==> src/rtl/prog_counter_v2_if.sv <==
// Control/status bundle for prog_counter_v2: controller drives the master side,
// the counter sits on the slave side.
interface prog_counter_v2_if #(
  parameter int WIDTH = 8,
  parameter int PRE_W = 4
);
  logic             load;
  logic [WIDTH-1:0] load_val;
  logic             enable;
  logic             dir;
  logic [1:0]       mode;
  logic [WIDTH-1:0] limit;
  logic [PRE_W-1:0] prescale;
  logic             clr_flag;
  logic [WIDTH-1:0] count;
  logic             tc_pulse;
  logic             ovf_sticky;
  logic             done;

  modport master (
    output load, load_val, enable, dir, mode, limit, prescale, clr_flag,
    input  count, tc_pulse, ovf_sticky, done
  );

  modport slave (
    input  load, load_val, enable, dir, mode, limit, prescale, clr_flag,
    output count, tc_pulse, ovf_sticky, done
  );
endinterface

==> src/rtl/prog_counter_v2.sv <==
// Programmable up/down counter with prescaler, limit register and
// wrap / modulo / one-shot / ping-pong modes plus tc, sticky-overflow and done flags.
module prog_counter_v2 #(
  parameter int WIDTH = 8,
  parameter int PRE_W = 4
) (
  input  logic clk,
  input  logic rst_n,
  prog_counter_v2_if.slave bus
);
  typedef enum logic [1:0] {M_WRAP, M_MOD, M_ONESHOT, M_PP} mode_e;

  localparam logic [WIDTH-1:0] ONE  = WIDTH'(1);
  localparam logic [WIDTH-1:0] MAXV = '1;
  localparam logic [PRE_W-1:0] PONE = PRE_W'(1);

  logic [WIDTH-1:0] count_q, count_n;
  logic [PRE_W-1:0] pre_q, pre_n;
  logic             dir_q, dir_n;
  logic             done_q, done_n;
  logic             tc_q, tc_n;
  logic             ovf_q, ovf_n;
  logic             up;
  mode_e            mode;

  assign mode = mode_e'(bus.mode);
  // Ping-pong follows its own direction latch; other modes follow the live pin.
  assign up   = (mode == M_PP) ? !dir_q : !bus.dir;

  always_comb begin
    count_n = count_q;
    pre_n   = pre_q;
    dir_n   = dir_q;
    done_n  = done_q;
    tc_n    = 1'b0;
    if (bus.load) begin
      count_n = bus.load_val;
      pre_n   = '0;
      done_n  = 1'b0;
      dir_n   = bus.dir;
    end else if (bus.enable && !done_q) begin
      if (pre_q != bus.prescale) begin
        pre_n = pre_q + PONE;
      end else begin
        pre_n = '0;
        case (mode)
          M_WRAP: begin
            count_n = up ? count_q + ONE : count_q - ONE;
            tc_n    = up ? (count_q == MAXV) : (count_q == '0);
          end
          M_MOD: begin
            if (up) begin
              if (count_q >= bus.limit) begin count_n = '0; tc_n = 1'b1; end
              else count_n = count_q + ONE;
            end else begin
              if (count_q == '0) begin count_n = bus.limit; tc_n = 1'b1; end
              else count_n = count_q - ONE;
            end
          end
          M_ONESHOT: begin
            // Already at/past terminal: just latch done, no fresh tc.
            if (up) begin
              if (count_q >= bus.limit) done_n = 1'b1;
              else begin
                count_n = count_q + ONE;
                if (count_q + ONE == bus.limit) begin tc_n = 1'b1; done_n = 1'b1; end
              end
            end else begin
              if (count_q == '0) done_n = 1'b1;
              else begin
                count_n = count_q - ONE;
                if (count_q == ONE) begin tc_n = 1'b1; done_n = 1'b1; end
              end
            end
          end
          M_PP: begin
            if (bus.limit == '0) count_n = '0;
            else if (up) begin
              if (count_q >= bus.limit) begin
                dir_n = 1'b1; count_n = count_q - ONE; tc_n = 1'b1;
              end else count_n = count_q + ONE;
            end else begin
              if (count_q == '0) begin
                dir_n = 1'b0; count_n = count_q + ONE; tc_n = 1'b1;
              end else count_n = count_q - ONE;
            end
          end
        endcase
      end
    end
    ovf_n = tc_n ? 1'b1 : (bus.clr_flag ? 1'b0 : ovf_q);
  end

  always_ff @(posedge clk or negedge rst_n) begin
    if (!rst_n) begin
      count_q <= '0;
      pre_q   <= '0;
      dir_q   <= 1'b0;
      done_q  <= 1'b0;
      tc_q    <= 1'b0;
      ovf_q   <= 1'b0;
    end else begin
      count_q <= count_n;
      pre_q   <= pre_n;
      dir_q   <= dir_n;
      done_q  <= done_n;
      tc_q    <= tc_n;
      ovf_q   <= ovf_n;
    end
  end

  assign bus.count      = count_q;
  assign bus.tc_pulse   = tc_q;
  assign bus.ovf_sticky = ovf_q;
  assign bus.done       = done_q;
endmodule

==> src/flat_wrapper.sv <==
// flat-port wrapper written by rule: the top's interface ports become plain ports
module prog_counter_v2_flat 
#(
  parameter int WIDTH = 8,
  parameter int PRE_W = 4
)
  (clk, rst_n, bus_load, bus_load_val, bus_enable, bus_dir, bus_mode, bus_limit, bus_prescale, bus_clr_flag, bus_count, bus_tc_pulse, bus_ovf_sticky, bus_done);
  prog_counter_v2_if #(.WIDTH(WIDTH), .PRE_W(PRE_W)) bus_i ();
  input  logic clk;
  input  logic rst_n;
  input wire logic [$bits(bus_i.load)-1:0] bus_load;
  input wire logic [$bits(bus_i.load_val)-1:0] bus_load_val;
  input wire logic [$bits(bus_i.enable)-1:0] bus_enable;
  input wire logic [$bits(bus_i.dir)-1:0] bus_dir;
  input wire logic [$bits(bus_i.mode)-1:0] bus_mode;
  input wire logic [$bits(bus_i.limit)-1:0] bus_limit;
  input wire logic [$bits(bus_i.prescale)-1:0] bus_prescale;
  input wire logic [$bits(bus_i.clr_flag)-1:0] bus_clr_flag;
  output wire logic [$bits(bus_i.count)-1:0] bus_count;
  output wire logic [$bits(bus_i.tc_pulse)-1:0] bus_tc_pulse;
  output wire logic [$bits(bus_i.ovf_sticky)-1:0] bus_ovf_sticky;
  output wire logic [$bits(bus_i.done)-1:0] bus_done;
  assign bus_i.load = bus_load;
  assign bus_i.load_val = bus_load_val;
  assign bus_i.enable = bus_enable;
  assign bus_i.dir = bus_dir;
  assign bus_i.mode = bus_mode;
  assign bus_i.limit = bus_limit;
  assign bus_i.prescale = bus_prescale;
  assign bus_i.clr_flag = bus_clr_flag;
  assign bus_count = bus_i.count;
  assign bus_tc_pulse = bus_i.tc_pulse;
  assign bus_ovf_sticky = bus_i.ovf_sticky;
  assign bus_done = bus_i.done;
  prog_counter_v2 #(.WIDTH(WIDTH), .PRE_W(PRE_W)) u_core (.clk(clk), .rst_n(rst_n), .bus(bus_i));
endmodule
==> config.mk <==
export PLATFORM = sky130hd
export DESIGN_NAME = prog_counter_v2_flat
export DESIGN_NICKNAME = d
export VERILOG_FILES = /design/src/rtl/prog_counter_v2_if.sv /design/src/rtl/prog_counter_v2.sv /design/src/flat_wrapper.sv
export SDC_FILE = /design/constraint.sdc
export NUM_CORES = 1
export LEC_CHECK = 0
export CAP_MARGIN = 20
export CORE_MARGIN = 10
export CORE_UTILIZATION = 50
export DETAILED_ROUTE_END_ITERATION = 6
export MAX_ROUTING_LAYER = met4
export PLACE_DENSITY = 0.86
export SYNTH_ARGS = -nofsm -noshare
export SYNTH_HDL_FRONTEND = slang
export SYNTH_SLANG_ARGS = --single-unit
==> constraint.sdc <==
create_clock -name clk -period 6.8 [get_ports clk]
set_input_delay 1.36 -clock clk [delete_from_list [all_inputs] [get_ports clk]]
set_output_delay 1.36 -clock clk [all_outputs]
set_load 0.01 [all_outputs]
Word level (Yosys, flattened, before mapping)
Index checks and enable logic that the tools add are counted.
- bits in registers: 16
- input bits: 28
- output and inout port bits: 11
- logic and storage cells: 91
- $add $sub $neg: 3
- $lt $le $gt $ge: 1
- eq/ne operators: 13
- mux-type cells: 52
- reductions and logical operators: 16
- operator list (kind ; number):
    8-bit two-way mux ; 14
    1-bit two-way mux ; 33
    8-bit one-hot mux with 4 select lines ; 1
    8-bit zero test ; 2
    4-bit two-way mux ; 3
    8-bit by 1-bit adder with 8-bit output, second input constant ; 1
    8-bit by 1-bit equality test with 1-bit output, second input constant ; 1
    8-bit equality test ; 1
    8-bit equality test, second input constant ; 1
    8-bit greater-or-equal comparator ; 1
    4-bit inequality test, second input constant ; 2
    2-bit nonzero test ; 4
    8-bit by 1-bit subtractor with 8-bit output, second input constant ; 1
    6-bit AND reduction ; 1
    5-bit AND reduction ; 1
    4-bit by 1-bit adder with 4-bit output, second input constant ; 1
    2-bit equality test, second input constant ; 2
    2-bit inequality test, second input constant ; 2
    4-bit by 3-bit inequality test with 1-bit output, second input constant ; 1
    4-bit inequality test ; 1
    1-bit one-hot mux with 4 select lines ; 1
    4-bit AND reduction ; 1
    4-bit nonzero test ; 1
    1-bit zero test ; 3
    5 further kinds ; 5

Logic depth before layout (Yosys ltp)
- word-level depth: 10
- mapped depth: 10

Least setup slack after synthesis
No wires, ideal clock.
- path type: input to register
- start point: input bus_limit[2]
- end point: register u_core.count_q[4], in the netlist u_core.bus.count[4]
- library setup time: 76 ps
- data arrival time: 3248 ps
- required time: 6724 ps
- setup slack: 3476 ps
- cell stages on the path: 9
- path buffers: 0
- cell sequence: inv_1 ha_1 o21ai_1 a211o_1 o21ai_4 nor2_2 or4_1 a311o_1 o21ai_1
- word-level cells in the longest chain between the ends: 8
- elaborated cells on any way between the ends: 13
- classes of those cells: 1 x order compare; 1 x eq/ne; 9 x mux; 2 x reduce/logical
- ends and longest elaborated chain (what ; RTL line ; RTL):
    from (decl) ; flat_wrapper.sv:16 ; input wire logic [$bits(bus_i.limit)-1:0] bus_limit;
    8-bit greater-or-equal comparator ; prog_counter_v2.sv:53, prog_counter_v2.sv:63, prog_counter_v2.sv:79 ;
    8-bit two-way mux ; prog_counter_v2.sv:79 ; if (count_q >= bus.limit) begin
    8-bit two-way mux ; prog_counter_v2.sv:78 ; else if (up) begin
    8-bit two-way mux ; prog_counter_v2.sv:77 ; if (bus.limit == '0) count_n = '0;
    8-bit one-hot mux with 4 select lines ; prog_counter_v2.sv:46 ; case (mode)
    8-bit two-way mux ; prog_counter_v2.sv:42 ; if (pre_q != bus.prescale) begin
    8-bit two-way mux ; prog_counter_v2.sv:41 ; end else if (bus.enable && !done_q) begin
    8-bit two-way mux ; prog_counter_v2.sv:36 ; if (bus.load) begin
    to (signal assigned) ; prog_counter_v2.sv:103 ; count_q <= count_n;
    to (decl) ; prog_counter_v2.sv:17 ; logic [WIDTH-1:0] count_q, count_n;
Several ways; a longest one is shown, not always the timed one. The select of a mux whose other input is x is not followed.
A chain may end at the register's enable or synchronous reset.

Worst setup path in the final report
- start point: input bus_limit[2]
- end point: register u_core.count_q[1], in the netlist u_core.bus.count[1]
Same word-level chain as after synthesis.

==> metrics.md <==
| Metric | Value |
|---|---|
| Reg2Reg Setup Slack | `3.73 ns` |
| Max clock buf depth | `2` |
| Hold crit path type | `flop to flop` |
| Via density | `6.12` |
| Critical Path RT | `6.98 ns` |
| WL per Instance | `~19 µm` |
| Worst EP arrival | `between 4 and 5 ns` |
| Number of synthesized register bits | `16` |
| DR DRC count | `0` |
| Worst-Margin Slew | `about 1.1 ns` |
| Die area | `approximately 0.0072 mm²` |
| Worst clock skew | `between 0.015 and 0.02 ns` |
| Hold Worst Slack | `approximately 0.53 ns` |
| Leak | `between 1 and 1.5 nW` |
| Hold_sp | `u_core.bus.ovf_sticky$_DFFE_PN0P_` |
| Post-synth top area share | `between 10% and 20%` |
| Fin util | `about 63%` |
| Setup crit start kind | `primary input` |
| Register-to-Register Path Depth | `8` |
| Final setup TNS | `0 ns` |
| CTS HTree Levels | `1` |
| Synth Flop Type | `dfrtp_1` |
| YS warnings | `0` |
| N_diodes | `0` |
| Worst setup EP type | `flop` |
| Post-CTS sizing | `0` |
| Initial DRC Count | `between 200 and 300` |
| Port Buffers | `38` |
| DR pass1 iterations | `5` |
| Power per cell area | `about 190 mW/mm²` |
| Leading cell type in the layout, fill and taps excluded | `clkdlybuf4s50_1` |
| PnR Total Power | `about 0.48 mW` |
| Worst-Skew Late Latency | `0.27 ns` |
| GPL Wtd Cong | `approximately 1.0` |
| Peak supply drop | `~0.092 mV` |
| Initial antenna violation count | `0` |
| Sequential cell area fraction in the yosys report | `19.1%` |
| CTS tree | `yes` |
| Fin crit period | `around 4.2 ns` |
| Setup CP Type | `primary input to flop` |
| Status | `completed` |
| Antenna Violating Nets Remaining | `0` |
| Hold Path Depth | `2` |
| Commonest cells after routing, fill and taps aside | `38 x clkdlybuf4s50_1, 22 x nor2_1, 22 x nand2_1` |
| Final WL | `6.64 mm` |
| Post-synth EDFFs | `0` |
| Relative slew slack | `between 20% and 30%` |
| Final Setup Violations | `0` |
| Vias in the first global route | `between 2,000 and 2,500` |
| First-pass GRT wire length | `10.6 mm` |
| Layout net count | `around 340` |
| Core ar. | `a little over 0.004 mm²` |
| Die Ht | `between 80 and 90 µm` |
| Detailed placement HPWL | `slightly above 5 mm` |
| Syn_nets | `about 310` |
| Final period util | `61.2%` |
| Cell Rows | `23` |
| Largest net degree at the start of global routing | `25` |
| Total overflow reported by the global router | `0` |
| Netlist area before placement | `approximately 0.0021 mm²` |
| Die span in x | `around 85 µm` |
| Layout cells sized above 1 | `7.00%` |
| All-layer global routing usage | `18.4%` |
| Leading area contributor after synthesis | `dfrtp_1` |
| P&R area growth vs syn | `20.6%` |
| Post-DP Area | `between 0.002 and 0.0025 mm²` |
| Max Cap Viol | `0` |
| Hold Fails Final Rpt | `0` |
| Worst-path clk slew | `about 0.07 ns` |
| Hold Buf Count CTS | `0` |
| FFs w/ async S/R, synth | `between 90% and 100%` |
| Finished Cell Area | `~0.0025 mm²` |
| Synth top area cells | `dfrtp_1 19%, ha_1 7.8%, xnor2_1 5.0%` |
| Hold Path Sink | `u_core.bus.ovf_sticky$_DFFE_PN0P_` |
| Total CTS buffers | `3` |
| I/O pin count | `39` |
| Postcts setup bufs | `0` |
| TritonCTS Sinks | `16` |
| Distinct cells, synth | `62` |
| Fmax | `approximately 240 MHz` |
| R2r endpoint | `u_core.bus.count[1]$_DFFE_PN0P_` |
| Avg Cell Area, Syn | `~7.8 µm²` |
| Worst R2R Start | `u_core.bus.count[2]$_DFFE_PN0P_` |
| RSZ-0062 raised after global routing | `false` |
| Slew Viols, Final | `0` |
| Clk root buf | `clkbuf_8` |
| Synth Instances | `270` |
| Initial Util | `approximately 52%` |
| Worst Path Max Fanout | `15` |
| DR vias | `~2,100` |
-- state kept, by name, summed over array words and instances, names as in the netlist --
register	flops
u_core.dir_q	1
u_core.pre_q	4
u_core.bus.count	8
u_core.bus.ovf_sticky	1
u_core.bus.done	1
u_core.bus.tc_pulse	1
-- final cells by class --
| type | instances | area (µm²) |
|---|---|---|
| timing repair buffer | 39 | 388 |
| fill | 378 | 1500 |
| clock buffer | 4 | 55.1 |
| multi-input combinational | 223 | 1550 |
| sequential | 16 | 400 |
| inverter | 18 | 67.6 |
| tap | 50 | 62.6 |
-- cells by family (layout without fill, tap and decap cells) --
| kind of cell | Yosys count | count (layout) | synth area share [%] |
|---|---|---|---|
| AO/OA/AOI/OAI | 73 | 73 | 26.5 |
| XOR/XNOR | 24 | 24 | 10.4 |
| adder cells (fa/ha/maj) | 13 | 13 | 7.76 |
| buffers and inverters | 31 | 61 | 6.75 |
| flip-flops | 16 | 16 | 19.1 |
| multiplexers | 3 | 3 | 1.43 |
| AND/OR/NAND/NOR | 110 | 110 | 28.1 |
-- stage by stage --
| stage | setup WS, ns | std cells |
|---|---|---|
| after CTS | 2.65 | 350 |
| after floorplan | 3.48 | 270 |
| final | 2.64 | 350 |
| after detailed placement | 2.36 | 346 |
| after global placement | 2.47 | 346 |
| after global routing | 2.45 | 350 |
-- critical path, stage by stage --
cell,delay (ns)
clkdlybuf4s50_1,0.58
inv_1,0.08
ha_1,0.27
o21ai_1,0.05
a211o_1,0.34
o21ai_4,0.23
nand2_1,0.12
a311oi_2,0.95
nor4_1,0.16
a21oi_1,0.18
-- cell usage after synthesis, drive strengths merged (2+ instances only) --
cell type and number:
a32oi 2, a21oi 15, nor4b 2, or4 2
a221oi 3, nor2 24, nand2b 8, xor2 11
a21bo 2, o211ai 2, nand2 23, nor3 10
nor4 8, clkbuf 6, o22ai 4, and3 7
a31oi 2, nor2b 9, nand3 8, a311o 2
mux2i 3, a311oi 3, o21ai 13, inv 18
xnor2 13, or2 2, and2 4, a22oi 2
a211oi 3, buf 7, o31ai 3, ha 13
a22o 4, a2111oi 2, dfrtp 16, a211o 2
-- worst max-delay path by stage --
stage | from | end | slack (ns) | cells past startpoint
4_1_cts | bus_limit[2] | u_core.bus.count[1]$_DFFE_PN0P_ | 2.65 | 10
6_report | bus_limit[2] | u_core.bus.count[1]$_DFFE_PN0P_ | 2.64 | 10
3_5_place_dp | bus_limit[2] | u_core.bus.count[3]$_DFFE_PN0P_ | 2.36 | 10
2_1_floorplan | bus_limit[2] | u_core.bus.count[4]$_DFFE_PN0P_ | 3.48 | 9
5_1_grt | bus_limit[2] | u_core.bus.count[3]$_DFFE_PN0P_ | 2.45 | 10
3_3_place_gp | bus_limit[2] | u_core.bus.count[3]$_DFFE_PN0P_ | 2.47 | 10
-- metal layers --
metal | vias to the layer above | track usage (%) | share of wire, %
li1 | 1047 | - | -
met1 | 976 | 23.8 | 44
met2 | 102 | 28.1 | 45
met3 | 16 | 3.48 | 8.6
met4 | 0 | 5.69 | 2.1
met5 | - | - | 0
-- report_power, final --
part	internal [mW]	total (mW)	switching [mW]
clock network	0.0516	0.0948	0.0431
registers	0.105	0.139	0.0331
logic	0.115	0.242	0.127
total	0.272	0.475	0.204
No activity file was read; power rests on OpenSTA's default activity.
